**src/rtl/pic_sync_core.sv**
```systemverilog
// Programmable interrupt controller core: edge/level requests, mask, IRR/ISR tracking,
// fixed or rotating priority, and a valid/ready vector handshake toward the CPU.
module pic_sync_core #(
    parameter int NUM_IRQ = 8,
    parameter int VEC_W   = 8,
    parameter int DATA_W  = 16,
    parameter int IDX_W   = $clog2(NUM_IRQ)
) (
    input  logic                clk,
    input  logic                reset,
    input  logic [NUM_IRQ-1:0]  irq_in,
    input  logic                wr_en,
    input  logic [1:0]          addr,
    input  logic [DATA_W-1:0]   wr_data,
    output logic [DATA_W-1:0]   rd_data,
    output logic                int_out,
    input  logic                inta,
    output logic                vec_valid,
    input  logic                vec_ready,
    output logic [VEC_W-1:0]    vec_data
);

    localparam logic [IDX_W-1:0] LAST = IDX_W'(NUM_IRQ - 1);

    typedef enum logic [1:0] {S_IDLE, S_GRANT, S_VEC} state_t;

    state_t               state, state_nxt;
    logic [NUM_IRQ-1:0]   irq_q, irr_edge, irr_edge_nxt, irr;
    logic [NUM_IRQ-1:0]   isr, isr_nxt, mask;
    logic [2:0]           cfg;
    logic [VEC_W-1:0]     base, vec_reg;
    logic [IDX_W-1:0]     low, low_nxt, win_idx;
    logic                 spur;
    logic [DATA_W-1:0]    rd_nxt;

    logic                 cand_found, isr_found, cand_ok;
    logic [IDX_W-1:0]     cand_idx, isr_top;
    logic                 cfg_wr, mask_wr, base_wr, eoi_wr, grant, accept;
    logic                 eoi_hit;
    logic [IDX_W-1:0]     eoi_idx, eoi_spec;
    logic                 unused_wr;

    // Highest-priority set bit of v: scan from low+1 upward with wrap.
    function automatic logic [IDX_W:0] pick(input logic [NUM_IRQ-1:0] v,
                                            input logic [IDX_W-1:0] lo);
        logic             found;
        logic [IDX_W-1:0] idx, id;
        logic [IDX_W:0]   sum;
        found = 1'b0;
        idx   = '0;
        for (int k = NUM_IRQ; k >= 1; k--) begin
            sum = {1'b0, lo} + (IDX_W+1)'(k);
            if (sum >= (IDX_W+1)'(NUM_IRQ)) sum = sum - (IDX_W+1)'(NUM_IRQ);
            id = sum[IDX_W-1:0];
            if (v[id]) begin
                found = 1'b1;
                idx   = id;
            end
        end
        return {found, idx};
    endfunction

    // Priority rank of index i: 0 is highest, NUM_IRQ-1 is the pointer itself.
    function automatic logic [IDX_W:0] rank(input logic [IDX_W-1:0] i,
                                            input logic [IDX_W-1:0] lo);
        logic [IDX_W:0] r;
        r = {1'b0, i} + (IDX_W+1)'(NUM_IRQ - 1) - {1'b0, lo};
        if (r >= (IDX_W+1)'(NUM_IRQ)) r = r - (IDX_W+1)'(NUM_IRQ);
        return r;
    endfunction

    assign irr = cfg[0] ? irq_q : irr_edge;
    assign {cand_found, cand_idx} = pick(irr & ~mask, low);
    assign {isr_found, isr_top}   = pick(isr, low);
    assign cand_ok = cand_found && (!isr_found || (rank(cand_idx, low) < rank(isr_top, low)));

    assign cfg_wr  = wr_en && (addr == 2'd0);
    assign mask_wr = wr_en && (addr == 2'd1);
    assign base_wr = wr_en && (addr == 2'd2);
    assign eoi_wr  = wr_en && (addr == 2'd3);
    assign grant   = (state == S_IDLE) && inta && !cfg_wr;
    assign accept  = (state == S_VEC) && vec_ready;

    assign eoi_spec = wr_data[IDX_W-1:0];
    assign eoi_idx  = wr_data[DATA_W-1] ? isr_top : eoi_spec;
    assign eoi_hit  = wr_data[DATA_W-1] ? isr_found
                    : (({1'b0, eoi_spec} < (IDX_W+1)'(NUM_IRQ)) && isr[eoi_spec]);
    assign unused_wr = ^wr_data;

    // FSM: state register
    always_ff @(posedge clk or posedge reset) begin
        if (reset) state <= S_IDLE;
        else       state <= state_nxt;
    end

    // FSM: next state
    always_comb begin
        state_nxt = state;
        case (state)
            S_IDLE:  if (inta) state_nxt = S_GRANT;
            S_GRANT: state_nxt = S_VEC;
            S_VEC:   if (vec_ready) state_nxt = S_IDLE;
            default: state_nxt = S_IDLE;
        endcase
        if (cfg_wr) state_nxt = S_IDLE;
    end

    // FSM: outputs
    always_comb begin
        vec_valid = (state == S_VEC);
        vec_data  = vec_reg;
    end

    // Request/in-service bookkeeping; the grant set is applied last so it wins over EOI.
    always_comb begin
        irr_edge_nxt = cfg[0] ? '0 : irr_edge;
        if (grant && cand_found && !cfg[0]) irr_edge_nxt[cand_idx] = 1'b0;
        if (!cfg[0]) irr_edge_nxt = irr_edge_nxt | (irq_in & ~irq_q);

        isr_nxt = isr;
        low_nxt = low;
        if (accept && cfg[1] && !spur) begin
            isr_nxt[win_idx] = 1'b0;
            if (cfg[2]) low_nxt = win_idx;
        end
        if (eoi_wr && eoi_hit) begin
            isr_nxt[eoi_idx] = 1'b0;
            if (cfg[2]) low_nxt = eoi_idx;
        end
        if (grant && cand_found) isr_nxt[cand_idx] = 1'b1;
    end

    always_comb begin
        rd_nxt = '0;
        case (addr)
            2'd0: rd_nxt = DATA_W'(cfg);
            2'd1: rd_nxt = DATA_W'(mask);
            2'd2: rd_nxt = DATA_W'(irr);
            2'd3: rd_nxt = DATA_W'(isr);
            default: rd_nxt = '0;
        endcase
    end

    always_ff @(posedge clk or posedge reset) begin
        if (reset) begin
            irq_q    <= '0;
            irr_edge <= '0;
            isr      <= '0;
            mask     <= '0;
            cfg      <= '0;
            base     <= '0;
            low      <= LAST;
            win_idx  <= '0;
            spur     <= 1'b0;
            vec_reg  <= '0;
            int_out  <= 1'b0;
            rd_data  <= '0;
        end else begin
            irq_q   <= irq_in;
            rd_data <= rd_nxt;
            int_out <= cand_ok && (state == S_IDLE) && (state_nxt == S_IDLE) && !cfg_wr;
            if (cfg_wr) begin
                cfg      <= wr_data[2:0];
                irr_edge <= '0;
                isr      <= '0;
                mask     <= '0;
                low      <= LAST;
            end else begin
                if (mask_wr) mask <= wr_data[NUM_IRQ-1:0];
                if (base_wr) base <= wr_data[VEC_W-1:0];
                irr_edge <= irr_edge_nxt;
                isr      <= isr_nxt;
                low      <= low_nxt;
                if (grant) begin
                    win_idx <= cand_found ? cand_idx : LAST;
                    spur    <= !cand_found;
                end
                if (state == S_GRANT) vec_reg <= base + VEC_W'(win_idx);
            end
        end
    end

endmodule
```
**config.mk**
```make
export PLATFORM = sky130hd
export DESIGN_NAME = pic_sync_core
export DESIGN_NICKNAME = d
export VERILOG_FILES = /design/src/rtl/pic_sync_core.sv
export SDC_FILE = /design/constraint.sdc
export NUM_CORES = 1
export LEC_CHECK = 0
export CELL_PAD_IN_SITES_DETAIL_PLACEMENT = 0
export CELL_PAD_IN_SITES_GLOBAL_PLACEMENT = 1
export CORE_MARGIN = 2
export CORE_UTILIZATION = 45
export DETAILED_ROUTE_END_ITERATION = 10
export PLACE_DENSITY_LB_ADDON = 0.08
export SLEW_MARGIN = 15
export SYNTH_ARGS = -nofsm -noshare
export SYNTH_HDL_FRONTEND = slang
export SYNTH_SLANG_ARGS = --single-unit
```
**constraint.sdc**
```tcl
create_clock -name clk -period 5.9 [get_ports clk]
set_input_delay 0.885 -clock clk [delete_from_list [all_inputs] [get_ports clk]]
set_output_delay 0.885 -clock clk [all_outputs]
set_load 0.01 [all_outputs]
```
==> impl_metrics.toml, run 1 <==
[power]
power.internal_uw = 2020
combPwrFrac_pct = 62.9
total_power_uw = 3710
p_leak_uw = 0.00260
power_frac_clock_pct = 16.1
ir_worst_vdd_mv = 0.453
power.share.switching_pct = 45.6
pwr_density_cell_mw_per_mm2 = 601
p_switching_uw = 1690
seq_power_share_pct = 21.0

[sta]
hold_ws_ns = 0.480
fin_skew_ns = 0.00534
slew_headroom_pct = 41.2
tightest_slew_ns = 0.879
period_share_pct = 87.7
fmax_ghz = 0.193
hold_viol_final = 0
slew_violations = 0
fin_crit_ns = 5.18
setup_violations = 0
tns_ns = 0
rsz0062_at_grt = "no"

[floorplanning]
die-area_mm2 = 0.0128
fp.dieH_um = 113
fp-row-count = 39
io_pins = 57
chipWidth_um = 113
start_util_pct = 46.4
coreArea_mm2 = 0.0115

[synthesis]
async_reset_ff_share_pct = 100
ys_types = 70
yosys_most_used_dff = "dfrtp_1"
ys_seq_area_share_pct = 32.4
netlist_area_mm2 = 0.00534
synth.avg_cell_area_um2 = 9.38
ys_ff_latch = 69
syn_inst = 570
synth_edf_count = 0
ys_warn_count = 0

[finish]
synthToLayoutAreaGrowth_pct = 15.4
layout_commonest_cell = "nand2_1"
antenna_cells = 0
final_cell_area_mm2 = 0.00617
final_cell_mix = "nand2_1 (71), dfrtp_1 (66), clkdlybuf4s50_1 (41)"
fin_nets = 640
fin_util_pct = 53.6
drive_gt1_share_pct = 15.6
nFillCells = 1078

[cts]
cts_setup_buffers = 0
htree_levels = 3
cts_buffers = 9
clk_latency_ns = 0.33
tritoncts = "done"
numClockSinks = 69
path_clk_slew_ns = 0.06
clockBufferDepth = 2
ctsResizeCount = 0
cts_hold_buffers = 0
cts-root-buf = "clkbuf_16"

[drt]
routed_wl_um = 14900
ant_nets = 0
drt_iter0_drc = 416
drt_pass1_iterations = 8
drcViolationCount = 1
vias = 4677
drt-vias-per-instance = 6.29
wire_per_inst_um = 20.1

[global_route]
first_global_vias = 4414
track_usage_pct = 24.2
grt_overflow = 0
grt_max_degree = 70
antenna_found_initial = 0
grt_pass1_wl_um = 24200

[placed_design]
placed_area_mm2 = 0.00583
dp_hpwl_um = 11200
io_buffer_count = 41
gp_congestion = 0.901

[worst_setup_path]
required_ns = 6.13
startpoint = "low[0]"
critPathCaptureType = "register"
rr_startpoint = "low[0]"
worstPathArrival_ns = 5.41
start_kind = "register"
path_class = "register to register"
cp_max_fo = 21

[run_status]
status = "finished with violations"
violations = "DRC"

[worst_hold_path]
min_from = "vec_data[0]"
hp-class = "register to register"

[run]
drv_cap = 0
power groups by stage:
stage / combinational (uW) / clock (uW) / sequential, uW
after floorplan: 1750 / 0 / 705
after global placement: 2280 / 0 / 779
after detailed placement: 2300 / 0 / 786
after CTS: 2310 / 605 / 778
after global routing: 2580 / 626 / 801
final: 2330 / 597 / 781
worst max-delay path: stages (launching register included):
cell and delay, ns:
dfstp_2 0.74, clkinv_1 0.15, ha_1 0.53, buf_12 0.26, nor3_1 0.22, a21oi_1 0.08
mux4_2 0.50, o21ba_1 0.22, a2111oi_1 0.55, nor3_4 0.12, inv_2 0.11, ha_1 0.14
inv_1 0.05, fa_1 0.50, inv_1 0.04, ha_1 0.27, a21o_1 0.15, a21oi_1 0.14
nor2_1 0.05, nor4b_1 0.22
sequential cells by signal, indices dropped and copies added (netlist names):
signal,count
base,8
cfg,3
int_out,1
irq_q,8
irr_edge,8
isr,8
low,3
mask,8
rd_data,8
spur,1
state,2
vec_data,8
win_idx,3
kinds of logic after synthesis:
kind of cell	after synthesis	synth area share, %
AOI/OAI and AO/OA	156	19.5
xor gates and xnor gates	12	2.25
adders and majority gates	13	3.47
buffers and inverters	70	5.76
DFF	69	32.4
muxes	69	20.3
other	1	0.0702
and+or+nand+nor	180	16.4
final cells by class:
class                   instances  area, um^2  area share, %
multi-input cells             438        3330           54.0
well taps                     143         179           2.90
inverters                      29         109           1.76
clock buffers                  11         253           4.10
repair buffers                 49         483           7.83
clock inverters                 5        82.6           1.34
flip-flops and latches         69        1730           28.1
cell usage after synthesis (3+ instances only):
cell | n | area share (%)
nand2_1 | 71 | 5.0
dfrtp_1 | 66 | 31
a21oi_1 | 33 | 3.1
o21ai_0 | 33 | 3.1
mux4_2 | 27 | 11
inv_1 | 26 | 1.8
clkbuf_1 | 24 | 1.7
nor2_1 | 22 | 1.5
nor3_1 | 22 | 2.1
mux2_2 | 21 | 4.4
mux2i_1 | 16 | 3.0
nand2b_1 | 16 | 1.9
nand3_1 | 12 | 1.1
a211oi_1 | 10 | 1.4
ha_1 | 10 | 2.3
a31oi_1 | 9 | 1.1
nor2b_1 | 9 | 1.1
buf_4 | 8 | 1.1
o311ai_0 | 8 | 1.3
a22oi_1 | 7 | 0.98
buf_2 | 6 | 0.56
o22ai_1 | 6 | 0.70
a22o_1 | 5 | 0.82
and2_1 | 5 | 0.59
and3_1 | 5 | 0.59
xnor2_1 | 5 | 0.82
xor2_1 | 5 | 0.82
a21o_1 | 4 | 0.56
mux2i_2 | 4 | 1.0
o211a_1 | 4 | 0.75
o21ai_1 | 4 | 0.37
o2bb2ai_1 | 4 | 0.66
a221o_1 | 3 | 0.56
dfstp_2 | 3 | 1.5
fa_1 | 3 | 1.1
nor2_2 | 3 | 0.35
o21a_1 | 3 | 0.42
o221ai_1 | 3 | 0.49
worst paths after layout:
kind	endpoint	slack (ns)	cells past startpoint
worst max-delay path	int_out	0.72	19
worst min-delay path	vec_data[0]	0.48	2
worst max register to register	int_out	0.72	19
worst min register to register	vec_data[0]	0.48	2
max in group asynchronous	mask[3]	4.21	3
min in group asynchronous	vec_data[0]	1.14	3
metrics by stage:
stage          std cells  setup slack, ns
2_1_floorplan        577            0.652
4_1_cts              744            0.735
3_5_place_dp         728            0.754
3_3_place_gp         728            0.836
6_report             744            0.723
5_1_grt              744            0.379
routing by layer:
layer  vias to the layer above  share of wire [%]  track usage, %
li1                       2156                  -               -
met1                      2252                 44            35.2
met3                        33                8.8            5.78
met5                         -                  0               0
met4                         0                2.9            8.94
met2                       236                 44            35.5
(Power assumes the default switching activity.)
==> inputs of run 2 (changes only) <==
Settings changed: SETUP_SLACK_MARGIN set to 0.4.
==> impl_metrics.toml, run 2 (synthesis gave the netlist of run 1 again) <==
[sta]
hold_ws_ns = 0.480
tns_ns = 0
tightest_slew_ns = 0.893
slew_violations = 0
rsz0062_at_grt = "no"
period_share_pct = 87.8
fin_skew_ns = 0.00514
fin_crit_ns = 5.18
slew_headroom_pct = 40.3
hold_viol_final = 0
fmax_ghz = 0.193
setup_violations = 0

[worst_setup_path]
cp_max_fo = 21
crit_end = "int_out"
path_class = "register to register"
crit_path_top_delay_cell = "dfstp_2"
start_kind = "register"
critPathMostFrequentCell = "ha_1"
r2r-end = "int_out"
rr_startpoint = "low[0]"
required_ns = 6.13
r2r_cells = 19
rrSetupSlack_ns = 0.72
crit_path_cell_trace = "clkinv_1 > ha_1 > buf_12 > nor3_1 > a21oi_1 > mux4_2 > o21ba_1 > a2111oi_1 > nor3_4 > inv_2 > ha_1 > inv_1 > fa_1 > inv_1 > ha_1 > a21o_1 > a21oi_1 > nor2_1 > nor4b_1"
startpoint = "low[0]"
critPathMaxStageDelay_ns = 0.74
critPathCaptureType = "register"
worstPathArrival_ns = 5.41

[cts]
htree_levels = 3
cts_setup_buffers = 0
clockBufferDepth = 2
clk_latency_ns = 0.33
path_clk_slew_ns = 0.06
tritoncts = "done"
numClockSinks = 69
cts-root-buf = "clkbuf_16"
cts_buffers = 9

[floorplanning]
coreArea_mm2 = 0.0115
chipWidth_um = 113
fp-row-count = 39
die-area_mm2 = 0.0128
io_pins = 57
fp.dieH_um = 113
start_util_pct = 46.4

[run_status]
status = "finished with violations"
violations = "DRC"

[drt]
vias = 4670
drt-vias-per-instance = 6.28
routed_wl_um = 15000
drcViolationCount = 1
ant_nets = 0
drt_pass1_iterations = 7
drt_iter0_drc = 446
wire_per_inst_um = 20.2

[finish]
layout_commonest_cell = "nand2_1"
synthToLayoutAreaGrowth_pct = 15.5
antenna_cells = 0
fin_nets = 640
final_cell_mix = "nand2_1 (71), dfrtp_1 (66), clkdlybuf4s50_1 (41)"
final_cell_area_mm2 = 0.00617
drive_gt1_share_pct = 15.8

[placed_design]
placed_area_mm2 = 0.00583
dp_hpwl_um = 11200
io_buffer_count = 41
gp_congestion = 0.901

[global_route]
grt_max_degree = 70
first_global_vias = 4414
grt_overflow = 0
antenna_found_initial = 0
grt_pass1_wl_um = 24200
track_usage_pct = 24.2

[power]
pwr_density_cell_mw_per_mm2 = 603
p_leak_uw = 0.00260
ir_worst_vdd_mv = 0.453

[worst_hold_path]
whs_path_depth = 2
hp-class = "register to register"

[run]
drv_cap = 0
## run 2: timing repair
action,CTS,global route
hold endpoints to repair,0,0
resized for setup,0,1
hold buffers,0,0
setup endpoints to repair,0,1
## run 2: power breakdown
group	internal [uW]	switching, uW
registers	598	182
logic	1030	1320
clock network	394	202
## run 2: how the worst min path moves through the flow
| stage | endpoint | startpoint |
|---|---|---|
| after floorplan | base[2] | base[2] |
| after global placement | vec_data[7] | vec_data[7] |
| after detailed placement | vec_data[7] | vec_data[7] |
| after CTS | vec_data[7] | vec_data[7] |
| after global routing | vec_data[0] | vec_data[0] |
| final | vec_data[0] | vec_data[0] |
## run 2: area by class of cell
cell class,instances,area [um^2]
clock buffer,11,253
clock inverter,5,82.6
tap,143,179
sequential,69,1730
multi-input combinational,438,3340
fill,1078,5340
timing repair buffer,49,483
inverter,29,109
## run 2: layer usage
metal	vias up	share of wire (%)	routed length (um)	global-route usage, %
li1	2156	-	-	-
met1	2256	45	6740	35.2
met2	226	45	6690	35.5
met3	32	7.7	1160	5.78
met4	0	2.7	408	8.94
met5	-	0	0	0
## run 2: critical path: cells and delay by family, from the launching register on
| kind | cells | cell delay, ns |
|---|---|---|
| AOI/OAI and AO/OA | 5 | 1.15 |
| adders and majority gates | 4 | 1.44 |
| buffers and inverters | 5 | 0.61 |
| DFF | 1 | 0.74 |
| muxes | 1 | 0.50 |
| and+or+nand+nor | 4 | 0.61 |
## run 2: metrics by stage
step / std cells / total power, uW / utilization (%) / setup WS (ns)
floorplan: 577 / 2450 / - / 0.652
global placement: 728 / 3060 / 50.7 / 0.836
detailed placement: 728 / 3090 / 50.7 / 0.754
CTS: 744 / 3700 / 53.6 / 0.735
global route: 744 / 4020 / 53.6 / 0.440
finish: 744 / 3720 / 53.6 / 0.721
